File: src/rtl/usb_bus_master_if.sv
`default_nettype none
// ============================================================================
//  Module      : usb_bus_master_if
//  Description : Bundles the signals between the burst master and the rest of
//                the system. The bundle covers the command channel, the write
//                and read byte streams, and the external 8-bit strobed bus.
//  Ports       : master modport -> used by usb_bus_master
//                slave  modport -> used by the command source and bus model
//  Revision    : 1.0 - initial release
// ============================================================================
interface usb_bus_master_if #(
    parameter int ABUSWIDTH = 16
);
    // Command channel
    logic                 CMD_VALID;
    logic                 CMD_READY;
    logic                 CMD_WRITE;
    logic [ABUSWIDTH-1:0] CMD_ADD;
    logic [7:0]           CMD_LEN;
    logic                 CMD_INC;
    // Write byte stream
    logic [7:0]           WR_DATA;
    logic                 WR_DATA_VALID;
    logic                 WR_DATA_READY;
    // Read byte stream
    logic [7:0]           RD_DATA;
    logic                 RD_DATA_VALID;
    logic                 RD_DATA_READY;
    // External bus
    logic [ABUSWIDTH-1:0] ADD;
    logic [7:0]           DATA_OUT;
    logic                 DATA_OE;
    logic [7:0]           DATA_IN;
    logic                 RD_B;
    logic                 WR_B;
    // Status
    logic                 BUSY;
    logic                 DONE;

    modport master (
        input  CMD_VALID, CMD_WRITE, CMD_ADD, CMD_LEN, CMD_INC,
        input  WR_DATA, WR_DATA_VALID, RD_DATA_READY, DATA_IN,
        output CMD_READY, WR_DATA_READY, RD_DATA, RD_DATA_VALID,
        output ADD, DATA_OUT, DATA_OE, RD_B, WR_B, BUSY, DONE
    );

    modport slave (
        output CMD_VALID, CMD_WRITE, CMD_ADD, CMD_LEN, CMD_INC,
        output WR_DATA, WR_DATA_VALID, RD_DATA_READY, DATA_IN,
        input  CMD_READY, WR_DATA_READY, RD_DATA, RD_DATA_VALID,
        input  ADD, DATA_OUT, DATA_OE, RD_B, WR_B, BUSY, DONE
    );
endinterface
`default_nettype wire

File: src/rtl/usb_bus_master.sv
`default_nettype none
// ============================================================================
//  Module      : usb_bus_master
//  Description : Burst master for an 8-bit asynchronous strobed bus. It
//                accepts a read or write command of 1..256 bytes. Each byte
//                runs through SETUP, STROBE and HOLD phases of configurable
//                length, and the address either increments or stays fixed.
//  Ports       : BUS_CLK  - sole clock (rising edge)
//                BUS_RST  - synchronous active-high reset
//                bus      - usb_bus_master_if.master (command, byte streams,
//                           external bus, BUSY/DONE status)
//  Revision    : 1.0 - initial release
// ============================================================================
module usb_bus_master #(
    parameter int ABUSWIDTH     = 16,
    parameter int SETUP_CYCLES  = 1,
    parameter int STROBE_CYCLES = 2,
    parameter int HOLD_CYCLES   = 1
) (
    input  wire logic        BUS_CLK,
    input  wire logic        BUS_RST,
    usb_bus_master_if.master bus
);
    // The phase counter only needs to reach the longest of the three phases.
    localparam int c_max_ss = (SETUP_CYCLES > STROBE_CYCLES) ? SETUP_CYCLES : STROBE_CYCLES;
    localparam int c_max_ph = (c_max_ss > HOLD_CYCLES) ? c_max_ss : HOLD_CYCLES;
    localparam int c_pw     = (c_max_ph > 1) ? $clog2(c_max_ph) : 1;

    localparam logic [c_pw-1:0] c_setup_last  = c_pw'(SETUP_CYCLES - 1);
    localparam logic [c_pw-1:0] c_strobe_last = c_pw'(STROBE_CYCLES - 1);
    localparam logic [c_pw-1:0] c_hold_last   = c_pw'(HOLD_CYCLES - 1);

    typedef enum logic [2:0] {
        S_IDLE       = 3'd0,
        S_WAIT_WDATA = 3'd1,
        S_SETUP      = 3'd2,
        S_STROBE     = 3'd3,
        S_HOLD       = 3'd4,
        S_WAIT_RDOUT = 3'd5
    } state_t;

    state_t               r_state;
    state_t               w_next;

    logic                 r_write;
    logic                 r_inc;
    logic [8:0]           r_cnt;        // bytes remaining, 1..256 while busy
    logic [c_pw-1:0]      r_phase;
    logic [ABUSWIDTH-1:0] r_byte_add;   // address of the byte in progress
    logic [ABUSWIDTH-1:0] r_add;        // address driven on the bus
    logic [7:0]           r_data_out;
    logic                 r_oe;
    logic [7:0]           r_rd_data;
    logic                 r_done;

    logic                 w_cmd_ready;
    logic                 w_wr_ready;
    logic                 w_rd_valid;
    logic                 w_rd_b;
    logic                 w_wr_b;
    logic                 w_phase_last;
    logic                 w_byte_end;
    logic                 w_last_byte;
    logic                 w_accept;
    logic                 w_enter_setup;
    logic                 w_enter_idle;
    logic                 w_write_eff;
    logic [ABUSWIDTH-1:0] w_next_byte_add;
    logic [ABUSWIDTH-1:0] w_setup_add;

    assign w_last_byte     = (r_cnt == 9'd1);
    assign w_accept        = bus.CMD_VALID && w_cmd_ready;
    assign w_next_byte_add = r_inc ? (r_byte_add + ABUSWIDTH'(1)) : r_byte_add;
    assign w_enter_setup   = (w_next == S_SETUP) && (r_state != S_SETUP);
    assign w_enter_idle    = (w_next == S_IDLE) && (r_state != S_IDLE);
    // The command fields are only valid during the accept cycle itself.
    assign w_write_eff     = (r_state == S_IDLE) ? bus.CMD_WRITE : r_write;

    // Bus address for the byte about to be set up. A read loops straight from
    // WAIT_RDOUT into SETUP, so it must use the already-advanced address.
    always_comb begin
        w_setup_add = r_byte_add;
        if (r_state == S_IDLE) begin
            w_setup_add = bus.CMD_ADD;
        end else if (r_state == S_WAIT_RDOUT) begin
            w_setup_add = w_next_byte_add;
        end
    end

    // State register
    always_ff @(posedge BUS_CLK) begin
        if (BUS_RST) begin
            r_state <= S_IDLE;
        end else begin
            r_state <= w_next;
        end
    end

    // Next state and state-decoded outputs
    always_comb begin
        w_next       = r_state;
        w_cmd_ready  = 1'b0;
        w_wr_ready   = 1'b0;
        w_rd_valid   = 1'b0;
        w_rd_b       = 1'b1;
        w_wr_b       = 1'b1;
        w_phase_last = 1'b0;
        w_byte_end   = 1'b0;
        case (r_state)
            S_IDLE: begin
                w_cmd_ready = !BUS_RST;
                if (bus.CMD_VALID && !BUS_RST) begin
                    w_next = bus.CMD_WRITE ? S_WAIT_WDATA : S_SETUP;
                end
            end
            S_WAIT_WDATA: begin
                w_wr_ready = 1'b1;
                if (bus.WR_DATA_VALID) begin
                    w_next = S_SETUP;
                end
            end
            S_SETUP: begin
                w_phase_last = (r_phase == c_setup_last);
                if (w_phase_last) begin
                    w_next = S_STROBE;
                end
            end
            S_STROBE: begin
                w_wr_b       = !r_write;
                w_rd_b       = r_write;
                w_phase_last = (r_phase == c_strobe_last);
                if (w_phase_last) begin
                    w_next = S_HOLD;
                end
            end
            S_HOLD: begin
                w_phase_last = (r_phase == c_hold_last);
                if (w_phase_last) begin
                    if (r_write) begin
                        w_byte_end = 1'b1;
                        w_next     = w_last_byte ? S_IDLE : S_WAIT_WDATA;
                    end else begin
                        w_next = S_WAIT_RDOUT;
                    end
                end
            end
            S_WAIT_RDOUT: begin
                w_rd_valid = 1'b1;
                if (bus.RD_DATA_READY) begin
                    w_byte_end = 1'b1;
                    w_next     = w_last_byte ? S_IDLE : S_SETUP;
                end
            end
            default: begin
                w_next = S_IDLE;
            end
        endcase
    end

    // Datapath
    always_ff @(posedge BUS_CLK) begin
        if (BUS_RST) begin
            r_write    <= 1'b0;
            r_inc      <= 1'b0;
            r_cnt      <= 9'd0;
            r_phase    <= '0;
            r_byte_add <= '0;
            r_add      <= '0;
            r_data_out <= 8'd0;
            r_oe       <= 1'b0;
            r_rd_data  <= 8'd0;
            r_done     <= 1'b0;
        end else begin
            // A reset never reaches this branch, so an aborted burst never
            // produces DONE.
            r_done <= w_enter_idle;

            if (w_next != r_state) begin
                r_phase <= '0;
            end else if (r_state == S_SETUP || r_state == S_STROBE || r_state == S_HOLD) begin
                r_phase <= r_phase + c_pw'(1);
            end

            if (r_state == S_IDLE && w_accept) begin
                r_write    <= bus.CMD_WRITE;
                r_inc      <= bus.CMD_INC;
                r_byte_add <= bus.CMD_ADD;
                r_cnt      <= (bus.CMD_LEN == 8'd0) ? 9'd256 : {1'b0, bus.CMD_LEN};
            end

            if (r_state == S_WAIT_WDATA && bus.WR_DATA_VALID) begin
                r_data_out <= bus.WR_DATA;
            end

            if (r_state == S_STROBE && w_phase_last && !r_write) begin
                r_rd_data <= bus.DATA_IN;
            end

            if (w_byte_end) begin
                r_cnt      <= r_cnt - 9'd1;
                r_byte_add <= w_next_byte_add;
            end

            // Bus-facing address and output enable only move at phase
            // boundaries, which keeps them stable across the strobe and hold.
            if (w_enter_setup) begin
                r_add <= w_setup_add;
                r_oe  <= w_write_eff;
            end
            if (w_enter_idle) begin
                r_oe <= 1'b0;
            end
        end
    end

    assign bus.CMD_READY     = w_cmd_ready;
    assign bus.WR_DATA_READY = w_wr_ready;
    assign bus.RD_DATA       = r_rd_data;
    assign bus.RD_DATA_VALID = w_rd_valid;
    assign bus.ADD           = r_add;
    assign bus.DATA_OUT      = r_data_out;
    assign bus.DATA_OE       = r_oe;
    assign bus.RD_B          = w_rd_b;
    assign bus.WR_B          = w_wr_b;
    assign bus.BUSY          = (r_state != S_IDLE);
    assign bus.DONE          = r_done;
endmodule
`default_nettype wire

File: src/flat_wrapper.sv
// flat-port wrapper written by rule: the top's interface ports become plain ports
module usb_bus_master_flat 
#(
    parameter int ABUSWIDTH     = 16,
    parameter int SETUP_CYCLES  = 1,
    parameter int STROBE_CYCLES = 2,
    parameter int HOLD_CYCLES   = 1
)
  (BUS_CLK, BUS_RST, bus_CMD_VALID, bus_CMD_WRITE, bus_CMD_ADD, bus_CMD_LEN, bus_CMD_INC, bus_WR_DATA, bus_WR_DATA_VALID, bus_RD_DATA_READY, bus_DATA_IN, bus_CMD_READY, bus_WR_DATA_READY, bus_RD_DATA, bus_RD_DATA_VALID, bus_ADD, bus_DATA_OUT, bus_DATA_OE, bus_RD_B, bus_WR_B, bus_BUSY, bus_DONE);
  usb_bus_master_if #(.ABUSWIDTH(ABUSWIDTH)) bus_i ();
  input  wire logic BUS_CLK;
  input  wire logic BUS_RST;
  input wire logic [$bits(bus_i.CMD_VALID)-1:0] bus_CMD_VALID;
  input wire logic [$bits(bus_i.CMD_WRITE)-1:0] bus_CMD_WRITE;
  input wire logic [$bits(bus_i.CMD_ADD)-1:0] bus_CMD_ADD;
  input wire logic [$bits(bus_i.CMD_LEN)-1:0] bus_CMD_LEN;
  input wire logic [$bits(bus_i.CMD_INC)-1:0] bus_CMD_INC;
  input wire logic [$bits(bus_i.WR_DATA)-1:0] bus_WR_DATA;
  input wire logic [$bits(bus_i.WR_DATA_VALID)-1:0] bus_WR_DATA_VALID;
  input wire logic [$bits(bus_i.RD_DATA_READY)-1:0] bus_RD_DATA_READY;
  input wire logic [$bits(bus_i.DATA_IN)-1:0] bus_DATA_IN;
  output wire logic [$bits(bus_i.CMD_READY)-1:0] bus_CMD_READY;
  output wire logic [$bits(bus_i.WR_DATA_READY)-1:0] bus_WR_DATA_READY;
  output wire logic [$bits(bus_i.RD_DATA)-1:0] bus_RD_DATA;
  output wire logic [$bits(bus_i.RD_DATA_VALID)-1:0] bus_RD_DATA_VALID;
  output wire logic [$bits(bus_i.ADD)-1:0] bus_ADD;
  output wire logic [$bits(bus_i.DATA_OUT)-1:0] bus_DATA_OUT;
  output wire logic [$bits(bus_i.DATA_OE)-1:0] bus_DATA_OE;
  output wire logic [$bits(bus_i.RD_B)-1:0] bus_RD_B;
  output wire logic [$bits(bus_i.WR_B)-1:0] bus_WR_B;
  output wire logic [$bits(bus_i.BUSY)-1:0] bus_BUSY;
  output wire logic [$bits(bus_i.DONE)-1:0] bus_DONE;
  assign bus_i.CMD_VALID = bus_CMD_VALID;
  assign bus_i.CMD_WRITE = bus_CMD_WRITE;
  assign bus_i.CMD_ADD = bus_CMD_ADD;
  assign bus_i.CMD_LEN = bus_CMD_LEN;
  assign bus_i.CMD_INC = bus_CMD_INC;
  assign bus_i.WR_DATA = bus_WR_DATA;
  assign bus_i.WR_DATA_VALID = bus_WR_DATA_VALID;
  assign bus_i.RD_DATA_READY = bus_RD_DATA_READY;
  assign bus_i.DATA_IN = bus_DATA_IN;
  assign bus_CMD_READY = bus_i.CMD_READY;
  assign bus_WR_DATA_READY = bus_i.WR_DATA_READY;
  assign bus_RD_DATA = bus_i.RD_DATA;
  assign bus_RD_DATA_VALID = bus_i.RD_DATA_VALID;
  assign bus_ADD = bus_i.ADD;
  assign bus_DATA_OUT = bus_i.DATA_OUT;
  assign bus_DATA_OE = bus_i.DATA_OE;
  assign bus_RD_B = bus_i.RD_B;
  assign bus_WR_B = bus_i.WR_B;
  assign bus_BUSY = bus_i.BUSY;
  assign bus_DONE = bus_i.DONE;
  usb_bus_master #(.ABUSWIDTH(ABUSWIDTH), .SETUP_CYCLES(SETUP_CYCLES), .STROBE_CYCLES(STROBE_CYCLES), .HOLD_CYCLES(HOLD_CYCLES)) u_core (.BUS_CLK(BUS_CLK), .BUS_RST(BUS_RST), .bus(bus_i));
endmodule
File: config.mk
export PLATFORM = sky130hd
export DESIGN_NAME = usb_bus_master_flat
export DESIGN_NICKNAME = d
export VERILOG_FILES = /design/src/rtl/usb_bus_master_if.sv /design/src/rtl/usb_bus_master.sv /design/src/flat_wrapper.sv
export SDC_FILE = /design/constraint.sdc
export NUM_CORES = 1
export LEC_CHECK = 0
export ABC_AREA = 1
export BUFFER_PORTS_ARGS = -buffer_cell sky130_fd_sc_hd__buf_4
export CELL_PAD_IN_SITES_DETAIL_PLACEMENT = 1
export CELL_PAD_IN_SITES_GLOBAL_PLACEMENT = 1
export CORE_UTILIZATION = 40
export CTS_CLUSTER_DIAMETER = 40
export DETAILED_ROUTE_END_ITERATION = 8
export GPL_ROUTABILITY_DRIVEN = 0
export PLACE_DENSITY_LB_ADDON = 0.1
export SYNTH_ARGS = -nofsm -noshare
export SYNTH_HDL_FRONTEND = slang
export SYNTH_SLANG_ARGS = --single-unit
File: constraint.sdc
create_clock -name BUS_CLK -period 2.72 [get_ports BUS_CLK]
set_input_delay 0.136 -clock BUS_CLK [delete_from_list [all_inputs] [get_ports BUS_CLK]]
set_output_delay 0.136 -clock BUS_CLK [all_outputs]
set_load 0.05 [all_outputs]
Word-level counts from Yosys, hierarchy flattened
Index checks and enable logic that the tools add are counted.
Word-level totals
  flip-flop bits (word level): 65
  input port bits: 47
  word-level logic and storage cells: 74
  output and inout port bits: 40
Cells by class
  equal/unequal tests: 9
  bitwise logic cells: 1
  add/subtract/negate cells: 3
  reduce and logical (&&, ||, !) cells: 20
  multiplexer cells: 30
Operator list (number)
  2-to-1 mux 16 bit: 5
  2-to-1 mux 9 bit: 3
  2-to-1 mux 3 bit: 7
  one-hot mux 3 bit (6 select lines): 1
  adder 16 x 1 -> 16 bit, second input constant: 1
  2-to-1 mux 1 bit: 10
  equality test 3 x 2 -> 1 bit, second input constant: 3
  equality test 9 x 1 -> 1 bit, second input constant: 1
  subtractor 9 x 1 -> 9 bit, second input constant: 1
  logical AND 1 bit: 8
  zero test 8 bit: 1
  equality test 3 bit, second input constant: 2
  zero test 3 bit: 2
  OR reduction 2 bit: 3
  2-to-1 mux 2 bit: 2
  one-hot mux 1 bit (2 select lines): 2
  equality test 3 x 1 -> 1 bit, second input constant: 1
  != test 3 x 2 -> 1 bit, second input constant: 1
  != test 3 bit: 1
  nonzero test 3 bit: 1
  zero test 1 bit: 2
  logical OR 1 bit: 2
  nonzero test 2 bit: 1
  adder 1 bit, second input constant: 1
  NOT 1 bit: 1

Depth between registers and ports, before layout
  depth in word-level cells: 8
  gate-level depth with buffers: 12
  depth with buffers taken out: 12

Least setup slack after synthesis
Ideal clock, no wire load.
  path kind: register to register
  from: reg u_core.r_state[0]
  to: reg u_core.r_oe, in the netlist u_core.bus.DATA_OE
  data required time: 2656 ps
  arrival time: 1839 ps
  buffers on the path: 0
  library setup time: 64 ps
  cell stages (with the launch flop): 9
  period minus slack after synthesis: 1903 ps
  path slack: 817 ps
  cells stage by stage: dfxtp_1 inv_1 nor3_2 nand2_1 nand4_1 nor2_1 nand2_1 nand2_1 nor2_1
Between the ends
  cells in the longest elaborated chain, start to end: 5
  elaborated cells between the ends (all ways): 21
  those cells by class: 7 x eq/ne; 8 x mux; 6 x reduce/logical
Ends and longest elaborated chain
  start, declared: RTL line usb_bus_master.sv:42  | state_t r_state;
  start signal, assigned: RTL line usb_bus_master.sv:95  | r_state <= w_next;
  equality test 3 bit (tied with other cells): RTL line usb_bus_master.sv:109  | case (r_state)
  one-hot mux 3 bit (6 select lines): RTL line usb_bus_master.sv:109
  zero test 3 bit: RTL line usb_bus_master.sv:75  | assign w_enter_idle = (w_next == S_IDLE) && (r_state != S_IDLE);
  logical AND 1 bit: RTL line usb_bus_master.sv:75
  OR reduction 2 bit (no line)
  end signal, assigned: RTL line usb_bus_master.sv:208  | r_oe <= w_write_eff;
  end, declared: RTL line usb_bus_master.sv:52  | logic r_oe;
Several ways; a longest one is shown, not always the timed one.
A chain may end at the register's enable or synchronous reset.

Worst setup path in the final report
  from: reg u_core.r_state[2]
  to: reg u_core.r_add[3], in the netlist u_core.bus.ADD[3]
Between the ends
  cells in the longest elaborated chain, start to end: 4
  elaborated cells between the ends (all ways): 18
  those cells by class: 7 x eq/ne; 9 x mux; 2 x reduce/logical
Ends and longest elaborated chain
  equality test 3 bit (tied with other cells): RTL line usb_bus_master.sv:85, usb_bus_master.sv:109
  one-hot mux 3 bit (6 select lines): RTL line usb_bus_master.sv:109
  equality test 3 x 2 -> 1 bit: RTL line usb_bus_master.sv:74  | assign w_enter_setup = (w_next == S_SETUP) && (r_state != S_SETUP);
  logical AND 1 bit: RTL line usb_bus_master.sv:74
  end signal, assigned: RTL line usb_bus_master.sv:207  | r_add <= w_setup_add;
  end, declared: RTL line usb_bus_master.sv:50  | logic [ABUSWIDTH-1:0] r_add;
Several ways; a longest one is shown, not always the timed one.

==> results.env <==
LAYOUT_WORST_PATH_CYCLE_SHARE=0.789
YOSYSWARNINGS=0
FINALWORSTPATHREQUIREDPERIOD_PS=2150
YOSYSMOSTFREQUENTCELL='sky130_fd_sc_hd__nand2_1'
POSTPLACECELLAREA_MM2=0.00448
SYNTH-EDFF-COUNT=0
ANTENNA_CELLS=0
FIRST_GLOBAL_VIAS=4296
ROUTE.VIAS.TOTAL=4216
NNETSFINAL=731
STD_CELL_ROWS=35
FINALMAXSLEWVIOLATIONS=0
ROUTED_WIRE_LENGTH_PER_INSTANCE_UM=15.6
WORST-SLEW-PIN-TRANSITION_PS=597
TRACK_USAGE=0.261
SYNTH_TOP_CELL_BY_AREA='sky130_fd_sc_hd__dfxtp_1'
POST-DP-HPWL_UM=8820
IO_BUFFERS=86
SETUP_VIOL_COUNT_FINAL=0
SYNTH_FA_HA_AREA_FRAC=0.00994
FP.DIEW_UM=99.2
MIN_PATH_TYPE='in -> reg'
GRT_MAX_DEGREE=32
DRT_DRC_VIOLATIONS_LEFT=0
GRT_ANTENNA_BEFORE_REPAIR=0
CLOCK_TREE_FROM_TRITONCTS='yes'
DRT_FIRST_ITER_VIOLATIONS=111
POST_CTS.REPAIR.SETUP_BUFFERS=0
OVERFLOW=0
CTS_ROOT_BUF='sky130_fd_sc_hd__clkbuf_8'
NUMCTSBUFFERS=9
CTS_HOLD_REPAIR.BUFFERS=0
CRIT_FANOUT=23
COMPOUND_GATE_FRACTION_OF_SYNTH_AREA=0.150
DIE-HEIGHT_UM=99.2
POWER.COMBINATIONAL.FRACTION=0.399
DIE_AREA_MM2=0.00984
WORST_EP_ARRIVAL_TIME_PS=2380
CLK-INSERTION-DELAY-LATE_PS=360
CTSLONGESTPATHBUFFERS=2
REG_TO_REG_END='u_core.bus.ADD[3]$_SDFFE_PP0P_'
MAX_CLOCK_FREQ_MHz=466
REPORT.FINAL.HOLD_VIOL_COUNT=0
AREA_GROWTH_SYN_TO_LAYOUT_PCT=24.4
SYNTHCELLS=600
SYNTH_SEQ_CELLS=65
SW_FRAC_OF_TOTAL=0.425
POSTSYNTHAREAPERCELL_UM2=6.30
NUMBER_OF_ROUTED_NETS_WITH_ANTENNA_VIOLATIONS=0
START_UTIL=0.411
CLOCK-SKEW-FINAL_PS=10.7
YS_ASYNC_SR_FRACTION=0
H-TREE-DEPTH=3
YS_TOP_CELLS_BY_COUNT='sky130_fd_sc_hd__nand2_1, sky130_fd_sc_hd__nor2_1, sky130_fd_sc_hd__dfxtp_1, sky130_fd_sc_hd__inv_1, sky130_fd_sc_hd__nand3_1'
CELLINTERNALPOWER_uW=2030
WORSTHOLDENDPOINT='u_core.bus.RD_DATA[7]$_SDFFE_PP0P_'
NETLIST_AREA_MM2=0.00378
POST_CTS.RESIZED_INSTANCES=0
SYNTH.YOSYS.SEQ_AREA_SHARE=0.344
NUMBER_OF_VIOLATIONS_OF_THE_MAX_CAPACITANCE_LIMIT=0
SYNTH_XOR_AREA_FRAC=0.0162
STATUS='finished clean'
DRIVE_ABOVE_1_SHARE=0.194
WORST_SETUP_HOLD_PATH_CLK_SLEW_PS=80
CRITICAL_PATH_REQUIRED_PS=2960
POWER_FRAC_CLOCK=0.266
POST_SYNTH_AND_OR_NAND_NOR_AREA_FRACTION=0.371
P_SW_uW=1500
SETUP_TOTAL_NEGATIVE_SLACK_PS=0
SYNTH_TOP_FLOP_CELL='sky130_fd_sc_hd__dfxtp_1'
PEAKVDDDROP_V=0.000303
CLKSINKCOUNT=65
R2R_SETUP_SLACK_PS=570
NUMBER_OF_DETAILED_ROUTE_ITERATIONS_IN_THE_FIRST_PASS=4
POWER.DENSITY_mW_PER_MM2=751
CRIT-REG2REG-LAUNCH='u_core.r_state[2]$_SDFF_PP0_'
CRITPATHCAPTURETYPE='flop'
SYN_NETS=650
CORE_MM2=0.00920
YS_TOP_CELLS_BY_AREA='sky130_fd_sc_hd__dfxtp_1, sky130_fd_sc_hd__nand2_1, sky130_fd_sc_hd__nor2_1'
FILLER_CELL_COUNT=1280
SEQ_POWER_SHARE=0.335
TIMING.SLEW.HEADROOM=0.600
POST-ROUTE-CELL-AREA_MM2=0.00470
HOLD_PATH.STARTPOINT='bus_DATA_IN[7]'
FIN_HOLD_WS_PS=4.77
SYNTH.DISTINCT_CELLS=35
CRIT_PATH_START_KIND='flop'
AVGVIACOUNTPERCELL=5.30
GRT_PASS1_WL_UM=20300
CRITICALPATHCATEGORY='reg -> reg'
DRT-TOTAL-WL_UM=12400
GRT_SETUP_UNREPAIRED='no'
SYNTH_TOP_CELL_AREA_SHARE=0.344
SYNTH_TOP_FAMILY_BY_AREA='simple AND/OR/NAND/NOR gates'
STATIC_POWER_DUE_TO_LEAKAGE_uW=0.00222
LAYOUT.CORE_UTILIZATION=0.511
YOSYS-MUX-AREA-FRACTION=0
HOLD_PATH_DEPTH=3
WORSTREGTOREGCELLS=10
IO_PINS=87
[power by group through the flow]
| stage | clock, µW | combinational (µW) | sequential (µW) |
|---|---|---|---|
| after floorplan | 0 | 705 | 1490 |
| after global placement | 0 | 1360 | 1200 |
| after detailed placement | 0 | 1390 | 1200 |
| after CTS | 950 | 1410 | 1180 |
| after global routing | 988 | 1530 | 1200 |
| final | 939 | 1410 | 1180 |
[cell families (layout without fill, tap and decap cells)]
kind of cell             Yosys count  after routing
buffers and inverters             96            181
adder cells (fa/ha/maj)            3              3
AND/OR/NAND/NOR                  327            327
XOR/XNOR                           7              7
AO/OA/AOI/OAI                    102            102
flip-flops                        65             65
[routing by layer]
metal	vias to the layer above	track usage	share of wire
li1	2073	-	-
met1	2027	0.325	0.45
met2	98	0.462	0.50
met3	18	0.0344	0.040
met4	0	0.0995	0.016
met5	-	0	0
[sequential cells by signal, indices dropped and copies added, names as in the netlist, 3 cells and up]
name / flops
u_core.r_state: 3
u_core.bus.RD_DATA: 8
u_core.r_byte_add: 16
u_core.bus.ADD: 16
u_core.bus.DATA_OUT: 8
u_core.r_cnt: 9
[metrics by stage]
step                setup WS (ps)  total power [µW]  cells
CTS                           616              3540    796
floorplan                     817              2190    600
global route                  400              3720    796
global placement              830              2560    781
finish                        574              3530    796
detailed placement            708              2600    781
[cell usage in the layout (no fill, tap or decap), types with 7 or more instances in the layout]
cell,n
sky130_fd_sc_hd__a21oi_1,32
sky130_fd_sc_hd__o21ai_0,40
sky130_fd_sc_hd__inv_1,64
sky130_fd_sc_hd__a31oi_1,10
sky130_fd_sc_hd__buf_4,93
sky130_fd_sc_hd__clkbuf_8,9
sky130_fd_sc_hd__o21ai_1,7
sky130_fd_sc_hd__inv_2,8
sky130_fd_sc_hd__nor2_1,82
sky130_fd_sc_hd__nand3_1,49
sky130_fd_sc_hd__dfxtp_1,65
sky130_fd_sc_hd__nand2_1,171
[worst max-delay path by stage]
| stage | startpoint | endpoint | slack [ps] | depth (start not counted) |
|---|---|---|---|---|
| 4_1_cts | u_core.r_state[2]$_SDFF_PP0_ | u_core.bus.ADD[3]$_SDFFE_PP0P_ | 620 | 10 |
| 6_report | u_core.r_state[2]$_SDFF_PP0_ | u_core.bus.ADD[3]$_SDFFE_PP0P_ | 570 | 10 |
| 2_1_floorplan | u_core.r_state[0]$_SDFF_PP0_ | u_core.bus.DATA_OE$_SDFFE_PP0P_ | 820 | 8 |
| 5_1_grt | u_core.r_state[2]$_SDFF_PP0_ | u_core.bus.ADD[3]$_SDFFE_PP0P_ | 400 | 10 |
| 3_3_place_gp | u_core.r_state[2]$_SDFF_PP0_ | u_core.bus.ADD[3]$_SDFFE_PP0P_ | 830 | 10 |
| 3_5_place_dp | u_core.r_state[2]$_SDFF_PP0_ | u_core.bus.ADD[3]$_SDFFE_PP0P_ | 710 | 10 |
[worst max-delay path: stages, from the launching register on]
cell,delay [ps]
sky130_fd_sc_hd__dfxtp_1,510
sky130_fd_sc_hd__inv_1,110
sky130_fd_sc_hd__nand2_1,120
sky130_fd_sc_hd__buf_4,220
sky130_fd_sc_hd__inv_1,80
sky130_fd_sc_hd__nand3_1,120
sky130_fd_sc_hd__nand3_4,130
sky130_fd_sc_hd__nand2_4,270
sky130_fd_sc_hd__inv_2,150
sky130_fd_sc_hd__o21ai_0,230
sky130_fd_sc_hd__nor2_1,70
[final cells by class]
cell class | instances | area [µm²] | area share
repair buffers | 93 | 698 | 0.149
clock buffers | 9 | 124 | 0.0264
clock inverters | 6 | 92.6 | 0.0197
flip-flops and latches | 65 | 1300 | 0.277
inverters | 73 | 277 | 0.0589
multi-input cells | 439 | 2070 | 0.440
well taps | 111 | 139 | 0.0296
Power figures use the tool's default switching activity.
